### config.mk
export PLATFORM = sky130hd
export DESIGN_NAME = hazard_ctrl_flat
export DESIGN_NICKNAME = d
export VERILOG_FILES = /design/src/rtl/hazard_if.sv /design/src/rtl/hazard_ctrl.sv /design/src/flat_wrapper.sv
export SDC_FILE = /design/constraint.sdc
export NUM_CORES = 1
export LEC_CHECK = 0
export ABC_AREA = 1
export BUFFER_PORTS_ARGS = -buffer_cell sky130_fd_sc_hd__buf_2
export CAP_MARGIN = 40
export CORE_AREA = 3 3 51 44
export DETAILED_ROUTE_END_ITERATION = 8
export DIE_AREA = 0 0 54 47
export GPL_TIMING_DRIVEN = 0
export PLACE_DENSITY = 0.86
export SYNTH_ARGS = -nofsm -noshare
export SYNTH_HDL_FRONTEND = slang
export SYNTH_SLANG_ARGS = --single-unit
### constraint.sdc
create_clock -name vclk -period 2
set_clock_uncertainty 0.1 [all_clocks]
set_input_delay 0.1 -clock vclk [all_inputs]
set_output_delay 0.1 -clock vclk [all_outputs]
set_load 0.01 [all_outputs]
### src/rtl/hazard_if.sv
// Pipeline-control bundle between the 5-stage core and hazard_ctrl.
// The core side uses the master modport and the hazard unit uses the slave modport.
interface hazard_if #(
    parameter int unsigned REG_ID_W = 5
);
    // Register ids and control bits sampled from the pipeline stages
    logic [REG_ID_W-1:0] rs_d;
    logic [REG_ID_W-1:0] rt_d;
    logic                branch_d;
    logic                pc_src_d;
    logic [REG_ID_W-1:0] rs_e;
    logic [REG_ID_W-1:0] rt_e;
    logic [REG_ID_W-1:0] write_reg_e;
    logic                reg_write_e;
    logic                mem_to_reg_e;
    logic [REG_ID_W-1:0] write_reg_m;
    logic                reg_write_m;
    logic                mem_to_reg_m;
    logic                mem_access_m;
    logic [REG_ID_W-1:0] write_reg_w;
    logic                reg_write_w;

    // Stall, flush and forward controls returned to the pipeline
    logic       stall_f;
    logic       stall_d;
    logic       stall_e;
    logic       stall_m;
    logic       flush_d;
    logic       flush_e;
    logic       flush_e_n;
    logic       bubble_w;
    logic [1:0] forward_a_e;
    logic [1:0] forward_b_e;
    logic       forward_a_d;
    logic       forward_b_d;

    modport master (
        output rs_d, rt_d, branch_d, pc_src_d,
        output rs_e, rt_e, write_reg_e, reg_write_e, mem_to_reg_e,
        output write_reg_m, reg_write_m, mem_to_reg_m, mem_access_m,
        output write_reg_w, reg_write_w,
        input  stall_f, stall_d, stall_e, stall_m,
        input  flush_d, flush_e, flush_e_n, bubble_w,
        input  forward_a_e, forward_b_e, forward_a_d, forward_b_d
    );

    modport slave (
        input  rs_d, rt_d, branch_d, pc_src_d,
        input  rs_e, rt_e, write_reg_e, reg_write_e, mem_to_reg_e,
        input  write_reg_m, reg_write_m, mem_to_reg_m, mem_access_m,
        input  write_reg_w, reg_write_w,
        output stall_f, stall_d, stall_e, stall_m,
        output flush_d, flush_e, flush_e_n, bubble_w,
        output forward_a_e, forward_b_e, forward_a_d, forward_b_d
    );
endinterface

### src/rtl/hazard_ctrl.sv
// Hazard and pipeline-control unit for the 5-stage MIPS core.
// Produces E/D forward selects, load-use and branch stalls, branch-redirect
// flushes, and a memory-wait FSM that freezes the pipeline for MEM_LAT extra
// cycles while a load/store sits in M.
// Optional build macro HAZARD_PERF_CNT_EN adds stall_cycles / flush_count counters.
module hazard_ctrl #(
    parameter int unsigned REG_ID_W = 5,
    parameter int unsigned MEM_LAT  = 0,
    parameter int unsigned CNT_W    = 4,
    parameter int unsigned PERF_W   = 32
) (
    input  logic              clock,
    input  logic              reset,
    hazard_if.slave           hz
`ifdef HAZARD_PERF_CNT_EN
    ,
    output logic [PERF_W-1:0] stall_cycles,
    output logic [PERF_W-1:0] flush_count
`endif
);

    localparam logic [0:0] StIdle = 1'b0;
    localparam logic [0:0] StWait = 1'b1;

    // Counter load value on entering WAIT; unused when MEM_LAT is 0
    localparam logic [CNT_W-1:0] LatM1 = (MEM_LAT != 0) ? CNT_W'(MEM_LAT - 1) : '0;

    logic [0:0]       state_q, state_d;
    logic [CNT_W-1:0] cnt_q, cnt_d;
    logic             mem_stall;
    logic             lw_stall;
    logic             br_stall;

    logic       stall_f, stall_d, stall_e, stall_m;
    logic       flush_d, flush_e, bubble_w;
    logic [1:0] fwd_a_e, fwd_b_e;
    logic       fwd_a_d, fwd_b_d;

    // Register 0 is hard-wired zero, so it never creates a dependency
    function automatic logic id_hit(input logic [REG_ID_W-1:0] a,
                                    input logic [REG_ID_W-1:0] b);
        return (a != '0) && (a == b);
    endfunction

    // Memory-wait FSM next state; an access completes on the cycle cnt hits zero
    always_comb begin
        state_d   = state_q;
        cnt_d     = cnt_q;
        mem_stall = 1'b0;
        if (MEM_LAT != 0) begin
            if (state_q == StIdle) begin
                if (hz.mem_access_m) begin
                    mem_stall = 1'b1;
                    state_d   = StWait;
                    cnt_d     = LatM1;
                end
            end else begin
                if (cnt_q != '0) begin
                    mem_stall = 1'b1;
                    cnt_d     = cnt_q - CNT_W'(1);
                end else begin
                    state_d = StIdle;
                end
            end
        end
    end

    // Memory-wait FSM state registers
    always_ff @(posedge clock) begin
        if (reset) begin
            state_q <= StIdle;
            cnt_q   <= '0;
        end else begin
            state_q <= state_d;
            cnt_q   <= cnt_d;
        end
    end

    // Data-hazard detection on D-stage sources
    always_comb begin
        lw_stall = hz.mem_to_reg_e &&
                   (id_hit(hz.write_reg_e, hz.rs_d) || id_hit(hz.write_reg_e, hz.rt_d));
        br_stall = hz.branch_d &&
                   ((hz.reg_write_e &&
                     (id_hit(hz.write_reg_e, hz.rs_d) || id_hit(hz.write_reg_e, hz.rt_d))) ||
                    (hz.mem_to_reg_m &&
                     (id_hit(hz.write_reg_m, hz.rs_d) || id_hit(hz.write_reg_m, hz.rt_d))));
    end

    // Prioritised stall/flush/forward outputs; reset forces a clean pipeline
    always_comb begin
        stall_f  = 1'b0;
        stall_d  = 1'b0;
        stall_e  = 1'b0;
        stall_m  = 1'b0;
        flush_d  = 1'b0;
        flush_e  = 1'b0;
        bubble_w = 1'b0;
        fwd_a_e  = 2'b00;
        fwd_b_e  = 2'b00;
        fwd_a_d  = 1'b0;
        fwd_b_d  = 1'b0;
        if (reset) begin
            flush_d  = 1'b1;
            flush_e  = 1'b1;
            bubble_w = 1'b1;
        end else begin
            // M result is newer than W, so it takes priority
            if (hz.reg_write_m && id_hit(hz.write_reg_m, hz.rs_e)) begin
                fwd_a_e = 2'b10;
            end else if (hz.reg_write_w && id_hit(hz.write_reg_w, hz.rs_e)) begin
                fwd_a_e = 2'b01;
            end
            if (hz.reg_write_m && id_hit(hz.write_reg_m, hz.rt_e)) begin
                fwd_b_e = 2'b10;
            end else if (hz.reg_write_w && id_hit(hz.write_reg_w, hz.rt_e)) begin
                fwd_b_e = 2'b01;
            end
            fwd_a_d = hz.reg_write_m && id_hit(hz.write_reg_m, hz.rs_d);
            fwd_b_d = hz.reg_write_m && id_hit(hz.write_reg_m, hz.rt_d);

            if (mem_stall) begin
                stall_f  = 1'b1;
                stall_d  = 1'b1;
                stall_e  = 1'b1;
                stall_m  = 1'b1;
                bubble_w = 1'b1;
            end else if (lw_stall || br_stall) begin
                stall_f = 1'b1;
                stall_d = 1'b1;
                flush_e = 1'b1;
            end else if (hz.pc_src_d) begin
                flush_d = 1'b1;
            end
        end
    end

    assign hz.stall_f     = stall_f;
    assign hz.stall_d     = stall_d;
    assign hz.stall_e     = stall_e;
    assign hz.stall_m     = stall_m;
    assign hz.flush_d     = flush_d;
    assign hz.flush_e     = flush_e;
    assign hz.flush_e_n   = ~flush_e;
    assign hz.bubble_w    = bubble_w;
    assign hz.forward_a_e = fwd_a_e;
    assign hz.forward_b_e = fwd_b_e;
    assign hz.forward_a_d = fwd_a_d;
    assign hz.forward_b_d = fwd_b_d;

`ifdef HAZARD_PERF_CNT_EN
    logic [PERF_W-1:0] stall_cycles_q;
    logic [PERF_W-1:0] flush_count_q;

    // Free-running wrap-around performance counters
    always_ff @(posedge clock) begin
        if (reset) begin
            stall_cycles_q <= '0;
            flush_count_q  <= '0;
        end else begin
            if (stall_f) begin
                stall_cycles_q <= stall_cycles_q + PERF_W'(1);
            end
            if (flush_d || flush_e) begin
                flush_count_q <= flush_count_q + PERF_W'(1);
            end
        end
    end

    assign stall_cycles = stall_cycles_q;
    assign flush_count  = flush_count_q;
`endif

endmodule

### src/flat_wrapper.sv
// flat-port wrapper written by rule: the top's interface ports become plain ports
module hazard_ctrl_flat 
#(
    parameter int unsigned REG_ID_W = 5,
    parameter int unsigned MEM_LAT  = 0,
    parameter int unsigned CNT_W    = 4,
    parameter int unsigned PERF_W   = 32
)
  (clock, reset, hz_rs_d, hz_rt_d, hz_branch_d, hz_pc_src_d, hz_rs_e, hz_rt_e, hz_write_reg_e, hz_reg_write_e, hz_mem_to_reg_e, hz_write_reg_m, hz_reg_write_m, hz_mem_to_reg_m, hz_mem_access_m, hz_write_reg_w, hz_reg_write_w, hz_stall_f, hz_stall_d, hz_stall_e, hz_stall_m, hz_flush_d, hz_flush_e, hz_flush_e_n, hz_bubble_w, hz_forward_a_e, hz_forward_b_e, hz_forward_a_d, hz_forward_b_d);
  hazard_if #(.REG_ID_W(REG_ID_W)) hz_i ();
  input  logic clock;
  input  logic reset;
  input wire logic [$bits(hz_i.rs_d)-1:0] hz_rs_d;
  input wire logic [$bits(hz_i.rt_d)-1:0] hz_rt_d;
  input wire logic [$bits(hz_i.branch_d)-1:0] hz_branch_d;
  input wire logic [$bits(hz_i.pc_src_d)-1:0] hz_pc_src_d;
  input wire logic [$bits(hz_i.rs_e)-1:0] hz_rs_e;
  input wire logic [$bits(hz_i.rt_e)-1:0] hz_rt_e;
  input wire logic [$bits(hz_i.write_reg_e)-1:0] hz_write_reg_e;
  input wire logic [$bits(hz_i.reg_write_e)-1:0] hz_reg_write_e;
  input wire logic [$bits(hz_i.mem_to_reg_e)-1:0] hz_mem_to_reg_e;
  input wire logic [$bits(hz_i.write_reg_m)-1:0] hz_write_reg_m;
  input wire logic [$bits(hz_i.reg_write_m)-1:0] hz_reg_write_m;
  input wire logic [$bits(hz_i.mem_to_reg_m)-1:0] hz_mem_to_reg_m;
  input wire logic [$bits(hz_i.mem_access_m)-1:0] hz_mem_access_m;
  input wire logic [$bits(hz_i.write_reg_w)-1:0] hz_write_reg_w;
  input wire logic [$bits(hz_i.reg_write_w)-1:0] hz_reg_write_w;
  output wire logic [$bits(hz_i.stall_f)-1:0] hz_stall_f;
  output wire logic [$bits(hz_i.stall_d)-1:0] hz_stall_d;
  output wire logic [$bits(hz_i.stall_e)-1:0] hz_stall_e;
  output wire logic [$bits(hz_i.stall_m)-1:0] hz_stall_m;
  output wire logic [$bits(hz_i.flush_d)-1:0] hz_flush_d;
  output wire logic [$bits(hz_i.flush_e)-1:0] hz_flush_e;
  output wire logic [$bits(hz_i.flush_e_n)-1:0] hz_flush_e_n;
  output wire logic [$bits(hz_i.bubble_w)-1:0] hz_bubble_w;
  output wire logic [$bits(hz_i.forward_a_e)-1:0] hz_forward_a_e;
  output wire logic [$bits(hz_i.forward_b_e)-1:0] hz_forward_b_e;
  output wire logic [$bits(hz_i.forward_a_d)-1:0] hz_forward_a_d;
  output wire logic [$bits(hz_i.forward_b_d)-1:0] hz_forward_b_d;
  assign hz_i.rs_d = hz_rs_d;
  assign hz_i.rt_d = hz_rt_d;
  assign hz_i.branch_d = hz_branch_d;
  assign hz_i.pc_src_d = hz_pc_src_d;
  assign hz_i.rs_e = hz_rs_e;
  assign hz_i.rt_e = hz_rt_e;
  assign hz_i.write_reg_e = hz_write_reg_e;
  assign hz_i.reg_write_e = hz_reg_write_e;
  assign hz_i.mem_to_reg_e = hz_mem_to_reg_e;
  assign hz_i.write_reg_m = hz_write_reg_m;
  assign hz_i.reg_write_m = hz_reg_write_m;
  assign hz_i.mem_to_reg_m = hz_mem_to_reg_m;
  assign hz_i.mem_access_m = hz_mem_access_m;
  assign hz_i.write_reg_w = hz_write_reg_w;
  assign hz_i.reg_write_w = hz_reg_write_w;
  assign hz_stall_f = hz_i.stall_f;
  assign hz_stall_d = hz_i.stall_d;
  assign hz_stall_e = hz_i.stall_e;
  assign hz_stall_m = hz_i.stall_m;
  assign hz_flush_d = hz_i.flush_d;
  assign hz_flush_e = hz_i.flush_e;
  assign hz_flush_e_n = hz_i.flush_e_n;
  assign hz_bubble_w = hz_i.bubble_w;
  assign hz_forward_a_e = hz_i.forward_a_e;
  assign hz_forward_b_e = hz_i.forward_b_e;
  assign hz_forward_a_d = hz_i.forward_a_d;
  assign hz_forward_b_d = hz_i.forward_b_d;
  hazard_ctrl #(.REG_ID_W(REG_ID_W), .MEM_LAT(MEM_LAT), .CNT_W(CNT_W), .PERF_W(PERF_W)) u_core (.clock(clock), .reset(reset), .hz(hz_i));
endmodule
==> metrics.cfg, run 1 <==
[setup_path]
crit_top_cell = nand2_1
crit_chain = buf_2, inv_2, nand2_1, nand2_1, nor2_1, nand3_1, nand2_1, nand2_2, a21oi_1, buf_4, buf_2
critPathKind = in -> out
cp.buffers_inverters = 4
crit_family = simple AND/OR/NAND/NOR gates
setup.worst_path.end_class = primary output
start_kind = primary input
arrival_ns = 1.20
critical-path-max-stage-delay_ns = 0.17
critPathSlowestCell = a21oi_1
cp.required_ns = 1.80
crit_fanout = 5

[routing]
routed_via_density = 4.50
postRouteAntennaNets = 0
drtIter0Drc = 46
routed_wirelength_mm = 2.29
drc = 0
dr.pass1.iters = 5
wire_per_inst_um = 9.38
vias = 1097

[die]
dieArea_um2 = 2540
die_x_um = 54
core_um2 = 1800
die_h_um = 47
io_pins = 59
start_util_pct = 45.4
fp-row-count = 14

[power_and_ir_drop]
p_per_area_nw_per_um2 = 189
max-vdd-ir-drop_mv = 0.106
p_leak_nw = 0.745

[synth]
ys_types = 25
yosysWarnings = 0
synth.most_common_cell = nand2_1
ys_seq_area_share_pct = 0
synth.area.top_cells = nand2_1 25%, inv_1 14%, xor2_1 13%
synth_area_um2 = 820
synth_area_per_cell_um2 = 4.94
ys_top_cells_by_count = 54 x nand2_1, 30 x inv_1, 15 x nor2_1
synth_top_area_share_pct = 24.7
synthCells = 166
yosysTopAreaCell = nand2_1

[global_routing]
grt_max_degree = 9
grt_overflow = 0
antenna_found_initial = 0
grt.total_usage_pct = 17.3
grt_pass1_wl_mm = 3.38
grt_pass1_vias = 848

[cells_and_area]
fin_cells = 244
regArea_um2 = 0
num-nets-final = 267
clock_buffers = 0
n_sequential_cell = 0
area_growth_pct = 36.5
final_layout_size_suffix_gt1_share_pct = 31.4
diodes = 0

[sta]
fin_tns_setup_ns = 0
min_period_over_period_pct = 70.0
timing.fmax_ghz = 0.714
fin_crit_ns = 1.40
hold_viol = 0
setup_viol = 0
rsz0062_at_grt = false
drv_slew = 0

[min_path]
hp-class = in -> out

[placed_design]
place_inst = 244
port_buffers = 53
gp_congestion = 0.869
dp_hpwl_mm = 2.05

[flow_run]
maxCapViolCount = 0

[clock_network]
postCtsSetupRepairBufs = 0
cts_resized = 0
ctsHoldBuffers = 0

[run_status]
status = completed

logic make-up after synthesis:
logic type,count (synthesis),synth area share (%)
buffers and inverters,39,21.5
xor gates and xnor gates,16,17.1
AOI/OAI and AO/OA,13,8.70
other,1,0.458
and+or+nand+nor,97,52.2
stage by stage:
step	setup WS (ns)	hold WS (ns)	total power [W]	instance area (um^2)	util (%)
after detailed placement	0.607	0.405	0.000210	1120	62.0
final	0.600	0.406	0.000211	1120	62.0
after floorplan	0.707	0.148	0.000122	823	-
after CTS	0.599	0.408	0.000211	1120	62.0
after global routing	0.424	0.461	0.000240	1120	62.0
after global placement	0.605	0.407	0.000207	1120	62.0
area by class of cell:
class                           count  area (um^2)
Fill cell                         195          686
Multi-Input combinational cell    128          647
Timing Repair Buffer               53          265
Inverter                           33          124
Buffer                              6         52.6
Tap cell                           24         30.0
cell usage in the layout (no fill, tap or decap), types with 3 or more instances in the layout:
master,netlist,layout
nand2_1,54,54
buf_2,0,53
inv_1,30,30
nor2_1,15,15
xor2_1,12,12
nand3_1,10,10
a21oi_1,5,5
nor3_1,5,5
o21ai_0,4,4
xnor2_1,4,4
buf_4,4,4
inv_2,3,3
nand4_1,3,3
power by group:
group,switching (W),internal [W]
Clock,0,0
Sequential,0,0
Combinational,0.000116,0.0000949
Total,0.000116,0.0000949
path summary, 6_finish.rpt:
check                              from    endpoint  slack (ns)  cells after the start
worst min-delay path        hz_pc_src_d  hz_flush_d        0.41                      4
worst max-delay path  hz_write_reg_m[0]  hz_stall_f        0.60                     11
per-layer routing:
layer  share of wire [%]  vias up  GRT usage, %
li1                    -      612             -
met1                  48      443          26.4
met2                  43       42          28.7
met3                 8.7        0         0.317
met4                   0        0             0
met5                   0        -             0
(Power assumes the default switching activity.)
==> run 2: changes to the inputs <==
Settings changed: CORE_AREA 3 3 51 44 to 3 3 53 45, DIE_AREA 0 0 54 47 to 0 0 56 48, PLACE_DENSITY 0.86 to 0.81.
Clock period 2 ns to 1.36 ns, I/O delays scaled along.
==> run 2 against run 1 <==
Net effect:
- non-clock buffer count is 1 higher
- first-iteration DRC count shrank 13%
- die area is 5.9% higher
- power up 55%
- global-route usage decreased by 1.1 points
- critical path depth fell by 2
- via count grew 1.8%
- combinational power is 55% higher
- worst hold slack got worse by 0.067 ns
- utilization shrank 0.56 points
==> metrics.cfg, run 2 (same netlist as run 1, synthesis figures left out) <==
[clock_network]
ctsHoldBuffers = 0

[setup_path]
start_kind = primary input
setup.worst_path.end_class = primary output
crit_fanout = 7
arrival_ns = 1.10
critPathKind = in -> out
cp.required_ns = 1.19

[die]
dieArea_um2 = 2690
fp-row-count = 14
core_um2 = 1890
die_x_um = 56
io_pins = 59
start_util_pct = 43.3
die_h_um = 48

[routing]
postRouteAntennaNets = 0
route.met2.wl_mm = 1.12
met3_length_um = 182
maxUsedRoutingLayer = met3
drtIter0Drc = 40
met1_length_mm = 1.11
vias = 1117
routed_wirelength_mm = 2.41
drc = 0
routed_via_density = 4.56
dr.pass1.iters = 4
wire_per_inst_um = 9.83

[flow_run]
maxCapViolCount = 0

[sta]
rsz0062_at_grt = false
timing.hold.ws_ns = 0.339
setup_viol = 0
fin_tns_setup_ns = 0
min_period_over_period_pct = 93.2
hold_viol = 0
timing.fmax_ghz = 0.789
drv_slew = 0
fin_crit_ns = 1.27

[power_and_ir_drop]
p_per_area_nw_per_um2 = 282
max-vdd-ir-drop_mv = 0.173
p_leak_nw = 0.756

[cells_and_area]
final_layout_size_suffix_gt1_share_pct = 35.7
regArea_um2 = 0
clock_buffers = 0
fill_cells = 191
final_area_um2 = 1160
final_common_cell = nand2_1
final_core_util_pct = 61.4
fin_cells = 245
diodes = 0
num-nets-final = 268
area_growth_pct = 41.8
n_sequential_cell = 0
mostFrequentLayoutCells = 53 x nand2_1, 50 x buf_2, 29 x inv_1

[placed_design]
dp_hpwl_mm = 2.12
place_inst = 244
port_buffers = 53
place_area_um2 = 1120
gp_congestion = 0.887

[min_path]
hp-class = in -> out

[global_routing]
grt_pass1_vias = 818
grt.total_usage_pct = 16.2
grt_overflow = 0
antenna_found_initial = 0
grt_pass1_wl_mm = 3.54
grt_max_degree = 9

[run_status]
status = completed

-- run 2: changes by cell type in the layout (fill, tap and decap cells not counted), sizes merged --
cell and change:
clkbuf +1
-- run 2: area by class of cell --
| class | instances | area [um^2] | share of cell area, % |
|---|---|---|---|
| Inverter | 33 | 124 | 10.7 |
| Tap cell | 24 | 30.0 | 2.58 |
| Multi-Input combinational cell | 128 | 676 | 58.1 |
| Buffer | 6 | 52.6 | 4.52 |
| Timing Repair Buffer | 54 | 280 | 24.1 |
-- run 2: per-stage QoR --
stage | total power (W) | setup WS [ns]
2_1_floorplan | 0.000179 | 0.131
3_3_place_gp | 0.000308 | -0.00263
3_5_place_dp | 0.000310 | 0.00646
4_1_cts | 0.000312 | 0.00154
5_1_grt | 0.000369 | 0.000192
6_report | 0.000328 | 0.0924
-- run 2: power by group --
group	total (W)	internal, W	switching (W)
clock	0	0	0
combinational	0.000328	0.000148	0.000180
sequential	0	0	0
-- run 2: final timing paths --
check	start	endpoint	slack [ns]	cells after the start
worst max-delay path	hz_write_reg_m[1]	hz_stall_f	0.09	9
worst min-delay path	hz_pc_src_d	hz_flush_d	0.34	4
-- run 2: layer usage --
metal | global-route usage [%] | vias up
li1 | - | 613
met1 | 24.8 | 468
met2 | 25.9 | 36
met3 | 1.62 | 0
met4 | 0 | 0
met5 | 0 | -
-- run 2: repair_timing --
| action | in CTS | in global routing |
|---|---|---|
| gates resized for setup | 0 | 14 |
| setup buffers | 0 | 1 |
| endpoints found under the setup margin | 0 | 3 |
-- run 2: worst max-delay path: stages --
cell and delay (ns):
buf_6 0.11, xor2_1 0.17, nor2_2 0.15, nand3_2 0.09, nand2_2 0.07, nand2_2 0.07, a21oi_2 0.14, buf_4 0.11
buf_2 0.11
==> run 3: changes to the inputs <==
Settings changed: ABC_AREA 1 to unset, CORE_AREA 3 3 53 45 to 3 3 50 43, DIE_AREA 0 0 56 48 to 0 0 53 46.
==> run 3 against run 2 <==
Net effect:
- utilization grew 8.6 points
- setup slack got worse by 0.34 ns
- sequential share of layout area stayed put
- first-iteration DRC count down 78%
- count of clock-buffer cells in the layout unchanged
- the flow now finishes with violations (negative setup slack)
- synthesized cell count decreased by 47%
- worst hold slack better by 0.013 ns
- via count fell by 25%
- power is 4.0% higher
==> metrics.cfg, run 3 <==
[placed_design]
dp_hpwl_mm = 1.78
gp_congestion = 0.837
place_inst = 161
port_buffers = 50

[sta]
fin_crit_ns = 1.61
fin_ws_ns = -0.253
rsz0062_at_grt = true
drv_slew = 0
min_period_over_period_pct = 119
timing.fmax_ghz = 0.620
hold_viol = 0
timing.hold.ws_ns = 0.352
setup_viol = 11

[cells_and_area]
final_common_cell = buf_2
mostFrequentLayoutCells = 46 x buf_2, 29 x xor2_1, 10 x buf_4, 10 x xnor2_1, 7 x buf_6
fin_cells = 167
n_sequential_cell = 0
regArea_um2 = 0
area_growth_pct = 71.8
num-nets-final = 192
clock_buffers = 0
diodes = 0
final_layout_size_suffix_gt1_share_pct = 56.6

[die]
dieArea_um2 = 2440
start_util_pct = 40.7
die_x_um = 53
io_pins = 59
fp-row-count = 13
die_h_um = 46
core_um2 = 1640

[synth]
ys_seq_area_share_pct = 0
yosysTopAreaCell = xor2_1
synth_area_um2 = 669
synth_top_area_share_pct = 39.3
synth.area.top_cells = xor2_1 39%, xnor2_1 13%, nor3_1 5.2%
synthCells = 88
ys_types = 27
muxShareOfSynthArea_pct = 0
yosys.area_share.adder_pct = 0
synth_top_family_by_area = XOR/XNOR gates
ys_top_cells_by_count = 30 x xor2_1, 10 x xnor2_1, 7 x nor3_1
synth-compound-area-share_pct = 11.6
synth.most_common_cell = xor2_1
yosysWarnings = 0
synth-xor-area-share_pct = 52.3
yosys.area_share.simple_pct = 26.0
synth_area_per_cell_um2 = 7.61

[run_status]
violations = negative setup slack
status = complete, but fails checks

[global_routing]
antenna_found_initial = 0
grt_overflow = 0
grt_pass1_wl_mm = 3.29
grt.total_usage_pct = 17.5
grt_max_degree = 10
grt_pass1_vias = 800

[setup_path]
critPathSlowestCell = or4_4
crit_chain = buf_8, or4_4, o211ai_4, a21oi_2, or3_4, buf_6
critical-path-max-stage-delay_ns = 0.57
endpoint = hz_flush_e
cp.required_ns = 1.19
critPathKind = in -> out
cp.depth = 6
setup.worst_path.end_class = primary output
startpoint = hz_write_reg_m[3]
cp.buffers_inverters = 2
crit_family = simple AND/OR/NAND/NOR gates
start_kind = primary input
arrival_ns = 1.44
crit_fanout = 2

[routing]
routed_via_density = 5.02
postRouteAntennaNets = 0
vias = 838
drtIter0Drc = 9
routed_wirelength_mm = 2.26
dr.pass1.iters = 4
wire_per_inst_um = 13.5
drc = 0

[power_and_ir_drop]
p_leak_nw = 0.541
total_power_w = 0.000341
max-vdd-ir-drop_mv = 0.166
p_per_area_nw_per_um2 = 297

[clock_network]
ctsHoldBuffers = 0

[flow_run]
maxCapViolCount = 0

[min_path]
hp-class = in -> out

==> run 3: through the flow <==
step	setup slack (ns)	area [um^2]	TNS [ns]	util, %
after global routing	-0.293	1150	-2.28	70.0
after CTS	-0.247	1050	-1.48	64.2
final	-0.253	1150	-1.79	70.0
after global placement	-0.261	968	-1.41	58.9
after detailed placement	-0.282	968	-1.84	58.9
after floorplan	-0.117	691	-0.289	-
==> run 3: cells by family (layout without fill, tap and decap cells) <==
family | Yosys count | after routing
xor+xnor | 40 | 40
compound gates | 9 | 9
buf+inv | 10 | 66
simple gates | 28 | 28
other cells | 1 | 2
==> run 3: what timing repair did <==
action,in CTS,in global routing
gates resized for setup,13,18
endpoints found under the setup margin,9,11
setup buffers,5,1
pin swaps,14,9
==> run 3: layout make-up <==
type | count | area (um^2)
multi-input combinational | 79 | 699
buffer | 9 | 98.8
tap | 22 | 27.5
fill | 131 | 493
timing repair buffer | 56 | 320
inverter | 1 | 3.75
==> run 3: worst min-delay path: stages <==
cell	delay [ns]
buf_2	0.08
o211a_1	0.12
buf_2	0.12
==> run 3: worst min path at each step <==
stage / cells after the start / from / end / slack [ns]
2_1_floorplan: 1 / reset / hz_flush_e_n / 0.09
3_3_place_gp: 3 / hz_pc_src_d / hz_flush_d / 0.36
3_5_place_dp: 3 / hz_pc_src_d / hz_flush_d / 0.35
4_1_cts: 3 / hz_pc_src_d / hz_flush_d / 0.35
5_1_grt: 3 / hz_pc_src_d / hz_flush_d / 0.37
6_report: 3 / hz_pc_src_d / hz_flush_d / 0.35
==> run 3: routing by layer <==
metal	track usage, %	part of all wire, %	vias to the layer above
met5	0	0	-
met4	2.55	1.7	0
met3	0.656	6.6	6
met2	34.2	52	37
met1	21.5	39	385
li1	-	-	410
==> run 3: report_power, final <==
group	internal [W]	switching, W
Sequential	0	0
Clock	0	0
Combinational	0.000174	0.000167
